<file path="src/rtl/poly_voice_synth.sv">
// Time-multiplexed oscillator bank: one voice per clock, mixed into a saturated sample; define POLY_VOICE_SYNTH_WAVES_EN for saw/triangle.
// Latency: tick in cycle T, out_valid in cycle T+NUM_VOICES+1; all outputs registered.
// Backpressure: out_valid/out_sample hold until out_ready; ticks arriving while busy are dropped and flag overrun.
module poly_voice_synth #(
    parameter int NUM_VOICES = 8,
    parameter int SAMPLE_W   = 16,
    parameter int VOL_W      = 21
) (
    input  logic                        clk,
    input  logic                        reset_n,
    input  logic                        sample_tick,
    input  logic [NUM_VOICES*32-1:0]    phase_inc,
    input  logic [NUM_VOICES*VOL_W-1:0] volume,
    input  logic [NUM_VOICES*2-1:0]     wave_sel,
    input  logic                        overrun_clr,
    output logic [SAMPLE_W-1:0]         out_sample,
    output logic                        out_valid,
    input  logic                        out_ready,
    output logic                        overrun
);

    localparam int VI_W   = (NUM_VOICES > 1) ? $clog2(NUM_VOICES) : 1;
    localparam int ACC_W  = 40;
    localparam int PROD_W = VOL_W + 17;
    localparam int SH_W   = ACC_W + SAMPLE_W - 16;

    typedef enum logic [1:0] {IDLE, ACCUM, OUTPUT} state_t;

    state_t                   state, state_nxt;
    logic [VI_W-1:0]          vidx;
    logic signed [ACC_W-1:0]  acc;
    logic [31:0]              phase [NUM_VOICES];

    logic                     handshake, last_voice;
    logic                     start_frame, voice_en, load_out, drop;

    logic [31:0]              inc_v, ph_v, ph_new;
    logic [VOL_W-1:0]         vol_v;
    logic signed [15:0]       wave;
    logic signed [VOL_W:0]    vol_s;
    logic signed [PROD_W-1:0] prod;
    logic signed [ACC_W-1:0]  acc_sum;
    logic signed [SH_W-1:0]   shifted;
    logic [SH_W-SAMPLE_W:0]   top_bits;
    logic [SAMPLE_W-1:0]      sat;

    assign handshake  = out_valid & out_ready;
    assign last_voice = (vidx == VI_W'(NUM_VOICES - 1));

    always_ff @(posedge clk or negedge reset_n) begin
        if (!reset_n) state <= IDLE;
        else          state <= state_nxt;
    end

    always_comb begin
        state_nxt = state;
        case (state)
            IDLE:    if (sample_tick) state_nxt = ACCUM;
            ACCUM:   if (last_voice)  state_nxt = OUTPUT;
            OUTPUT:  if (handshake)   state_nxt = sample_tick ? ACCUM : IDLE;
            default: state_nxt = IDLE;
        endcase
    end

    always_comb begin
        start_frame = 1'b0;
        voice_en    = 1'b0;
        load_out    = 1'b0;
        drop        = 1'b0;
        case (state)
            IDLE:    start_frame = sample_tick;
            ACCUM: begin
                voice_en = 1'b1;
                load_out = last_voice;
                drop     = sample_tick;
            end
            OUTPUT: begin
                start_frame = sample_tick & handshake;
                drop        = sample_tick & ~handshake;
            end
            default: ;
        endcase
    end

`ifdef POLY_VOICE_SYNTH_WAVES_EN
    logic [1:0]  sel_v;
    logic [14:0] tri_val;
`else
    logic unused_sel;
    assign unused_sel = ^wave_sel;
`endif

    // Per-voice inputs are only looked at during that voice's slot.
    always_comb begin
        inc_v = '0;
        vol_v = '0;
        ph_v  = '0;
`ifdef POLY_VOICE_SYNTH_WAVES_EN
        sel_v = '0;
`endif
        for (int v = 0; v < NUM_VOICES; v++) begin
            if (vidx == VI_W'(v)) begin
                inc_v = phase_inc[v*32 +: 32];
                vol_v = volume[v*VOL_W +: VOL_W];
                ph_v  = phase[v];
`ifdef POLY_VOICE_SYNTH_WAVES_EN
                sel_v = wave_sel[v*2 +: 2];
`endif
            end
        end
    end

    assign ph_new = ph_v + inc_v;

    always_comb begin
        wave = ph_new[31] ? -16'sd16384 : 16'sd16384;
`ifdef POLY_VOICE_SYNTH_WAVES_EN
        tri_val = ph_new[31] ? ~ph_new[30:16] : ph_new[30:16];
        case (sel_v)
            2'd1:    wave = $signed({1'b0, ph_new[31:17]}) - 16'sd16384;
            2'd2:    wave = $signed({1'b0, tri_val}) - 16'sd16384;
            default: ;
        endcase
`endif
    end

    // Arithmetic shift of the product floors toward minus infinity.
    assign vol_s   = $signed({1'b0, vol_v});
    assign prod    = PROD_W'(wave) * PROD_W'(vol_s);
    assign acc_sum = acc + ACC_W'(prod >>> 20);

    // Widening then shifting by the same amount discards the padding bits.
    assign shifted  = SH_W'(acc_sum) <<< (SAMPLE_W - 16);
    assign top_bits = shifted[SH_W-1:SAMPLE_W-1];

    always_comb begin
        if ((&top_bits) || !(|top_bits))
            sat = shifted[SAMPLE_W-1:0];
        else if (shifted[SH_W-1])
            sat = {1'b1, {(SAMPLE_W-1){1'b0}}};
        else
            sat = {1'b0, {(SAMPLE_W-1){1'b1}}};
    end

    always_ff @(posedge clk or negedge reset_n) begin
        if (!reset_n) begin
            vidx       <= '0;
            acc        <= '0;
            out_sample <= '0;
            out_valid  <= 1'b0;
            overrun    <= 1'b0;
            for (int v = 0; v < NUM_VOICES; v++) phase[v] <= '0;
        end else begin
            if (start_frame) begin
                vidx <= '0;
                acc  <= '0;
            end else if (voice_en) begin
                vidx <= last_voice ? '0 : vidx + 1'b1;
                acc  <= acc_sum;
            end
            for (int v = 0; v < NUM_VOICES; v++) begin
                if (voice_en && (vidx == VI_W'(v))) phase[v] <= ph_new;
            end
            if (load_out) begin
                out_sample <= sat;
                out_valid  <= 1'b1;
            end else if (handshake) begin
                out_valid  <= 1'b0;
            end
            // A dropped tick beats a simultaneous clear.
            if (drop)             overrun <= 1'b1;
            else if (overrun_clr) overrun <= 1'b0;
        end
    end

endmodule

</file>
<file path="config.mk">
export PLATFORM = sky130hd
export DESIGN_NAME = poly_voice_synth
export DESIGN_NICKNAME = d
export VERILOG_FILES = /design/src/rtl/poly_voice_synth.sv
export SDC_FILE = /design/constraint.sdc
export NUM_CORES = 1
export LEC_CHECK = 0
export BUFFER_PORTS_ARGS = -buffer_cell sky130_fd_sc_hd__buf_2
export CORE_ASPECT_RATIO = 2
export CORE_MARGIN = 1.5
export CORE_UTILIZATION = 40
export CTS_BUF_LIST = sky130_fd_sc_hd__clkbuf_8
export DETAILED_ROUTE_END_ITERATION = 16
export HOLD_SLACK_MARGIN = 0.12
export PLACE_DENSITY = 0.7
export SYNTH_ARGS = -nofsm -noshare
export SYNTH_HDL_FRONTEND = slang
export SYNTH_SLANG_ARGS = --single-unit
</file>
<file path="constraint.sdc">
create_clock -name clk -period 10.82 [get_ports clk]
set_input_delay 0.541 -clock clk [delete_from_list [all_inputs] [get_ports clk]]
set_output_delay 0.541 -clock clk [all_outputs]
set_load 0.02 [all_outputs]
</file>
==> summary.md <==
| Metric | Value |
|---|---|
| Status | `finished with violations` |
| Failing checks | `negative setup slack` |
| Met3 Use GR | `4.48%` |
| Setup WS pre-CTS | `-1060 ps` |
| Crit path from | `vidx[0]` |
| Distinct cells, synth | `110` |
| Measured slew at the worst slew-check pin | `1020 ps` |
| Global-route wire length before repair | `143000 um` |
| Drt first pass iters | `6` |
| Hold Path Depth | `3` |
| Mapped cell area | `23100 sq um` |
| Total Die Area | `59300 sq um` |
| DR DRC count | `0` |
| Crit path DAT | `11450 ps` |
| Worst Hold End | `overrun` |
| FF-to-FF End | `out_sample[4]` |
| Final setup fails | `15` |
| Clock Skew | `30.8 ps` |
| Synth Area in XOR/XNOR | `3.56%` |
| Compound-Gate Fraction of Synth Area | `28.1%` |
| Num CTS Buffers | `47` |
| Worst Setup End Kind | `flop` |
| Top_reg_cell synth | `dfrtp_1` |
| Met1 GRT Util | `32.3%` |
| Worst-path fanout max | `7` |
| Clk buf depth | `3` |
| GR Util met2 | `57.4%` |
| GPL Wtd Cong | `1.01` |
| Placed cells | `4304` |
| Syn nets | `3463` |
| Final nets | `4285` |
| Setup ws final | `-111 ps` |
| Simple logic cell fraction of the synthesized area | `18.9%` |
| Worst-skew pair later-pin latency | `630 ps` |
| Fillers | `5246` |
| Post-synth EDFFs | `0` |
| Largest family of logic cells by synthesized area | `compound AO/OA/AOI/OAI gates` |
| I/O pin total | `463` |
| Post-route minimum period | `10930 ps` |
| Antenna-violating nets left | `0` |
| Vias in the first global route | `25615` |
| Slowest CP cell | `dfrtp_2` |
| Seq/Total Area, Yosys | `34.5%` |
| Most frequent cells in the layout | `nand2_1, buf_4, buf_2` |
| CP startpoint kind | `flop` |
| Post-DP HPWL | `71200 um` |
| Syn Area/Cell | `8.11 sq um` |
| Fmax | `91.5 MHz` |
| GRT overflow | `0` |
| Post-synthesis adder-cell area fraction | `9.11%` |
| Most frequent CP cell | `buf_4` |
| Reg2reg setup slack | `-110 ps` |
| Layout cells sized above 1 | `36.2%` |
| RR Startpoint | `vidx[0]` |
| Largest net degree at the start of global routing | `99` |
| Largest stage delay on the critical path | `460 ps` |
| Worst-path clk slew | `70 ps` |
| Sum of buffers and inverters on the critical path | `11` |
| Relative slew slack | `31.1%` |
| Unrepaired setup endpoints after global routing | `yes` |
| Wire per inst | `21.4 um` |
| Layout area overhead | `41.6%` |
| H-Tree Level Count | `2` |
| Most common cell after layout, fill and taps aside | `nand2_1` |
| Hold wc startpoint | `sample_tick` |
| DRT iter0 DRCs | `1728` |
| Critical path class | `flop to flop` |
| Finished Layout Cells | `4472` |
| YS warnings | `0` |
| Die Y | `343 um` |
| CP delay by family, top | `adder cells` |
| Synth Instances | `2851` |
| CTS root buf | `clkbuf_8` |
| Initial core utilization | `40.5%` |
| Initial antenna violation count | `13` |
| FP Rows | `124` |
| MaxCap Viol Count | `0` |
| Final hold slack | `208 ps` |
| Die Span X | `173 um` |
| Count of clock tree sinks | `319` |
| Vias per cell | `5.75` |
| CTS tree | `built` |
| Worst Reg-to-Reg Cells | `50` |
| Worst min path class | `primary input to flop` |
| Final wirelength | `95900 um` |
| Core area | `57100 sq um` |
| Final Hold Fails | `0` |
| Post-synth ARST share | `100%` |
| Port Buffers | `446` |
| Via count | `25707` |
| Global route hottest layer | `met2` |
| #FFs+latches synth | `319` |
| Post-route clock period utilization | `101%` |
| Slew Viols, Final | `0` |
| Gr usage total | `31.2%` |
| WP data required | `11340 ps` |
| Post-synthesis mux area share | `1.52%` |
-- worst register-to-register path, delay by kind of cell, from the launching register on --
family                   cells  cell delay [ps]
AO/OA/AOI/OAI               14             2720
XOR/XNOR                     1              200
adder cells (fa/ha/maj)     11             2920
buffers and inverters       11             1770
flip-flops                   1              460
AND/OR/NAND/NOR             13             2770
-- layer usage --
metal | wire length [um] | vias up
li1 | - | 12028
met1 | 33500 | 12206
met2 | 48900 | 1103
met3 | 5720 | 364
met4 | 7750 | 6
met5 | 36 | -
-- sequential cells by signal (all words and copies together), names as in the netlist --
name and count:
out_valid 1, phase 256, acc 40, out_sample 16, overrun 1, state 2, vidx 3
-- per-stage QoR --
stage	area, sq um	setup TNS (ps)	util, %
after floorplan	23200	0	-
after detailed placement	29300	-17310	51.3
after global placement	29300	-14310	51.3
final	32700	-1230	57.3
after global routing	32700	-6310	57.3
after CTS	31600	0	55.4
-- layout make-up --
type	count	area [sq um]	share of cell area, %
clock inverters	18	156	0.478
inverters	42	163	0.497
repair buffers	980	6720	20.5
multi-input cells	2283	15800	48.3
diodes	7	17.5	0.0535
flip-flops and latches	319	7980	24.4
clock buffers	67	922	2.82
well taps	756	946	2.89
-- what timing repair did --
item	4_1_cts	5_1_grt
resized for setup	190	183
pin swaps	105	113
endpoints found under the setup margin	25	17
endpoints found under the hold margin	98	0
gates cloned	2	1
hold buffers	3	0
buffers inserted	41	34
-- logic make-up after synthesis --
family | after synthesis
AO/OA/AOI/OAI | 981
XOR/XNOR | 91
adder cells (fa/ha/maj) | 167
buffers and inverters | 249
flip-flops | 319
multiplexers | 33
AND/OR/NAND/NOR | 1011
-- how the worst max path moves through the flow --
stage,to,cells after the start
after floorplan,out_sample[12],50
after global placement,out_sample[2],58
after detailed placement,out_sample[12],54
after CTS,out_sample[10],54
after global routing,out_sample[4],52
final,out_sample[4],50
-- cells in the mapped netlist (13+ instances only) --
cell	number	area share, %
a211oi_1	18	0.58
a21o_1	32	1.0
a21oi_1	104	2.3
a221oi_1	84	3.2
a311oi_1	13	0.49
buf_1	22	0.36
clkbuf_1	169	2.7
dfrtp_1	319	35
ha_1	165	8.9
inv_1	39	0.63
mux2_2	16	0.78
mux2i_1	17	0.74
nand2_1	567	9.2
nand2b_1	14	0.38
nand3_1	85	1.8
nor2_1	214	3.5
nor2b_1	23	0.62
nor3_1	25	0.54
o211ai_1	88	2.9
o21ai_0	419	9.1
o21ai_1	16	0.35
o21bai_1	17	0.55
o311ai_0	81	3.1
xnor2_1	43	1.6
xor2_1	46	1.7
Power is not shown: default switching activity piles up to over one toggle a cycle in this logic, so the estimate is an artifact.
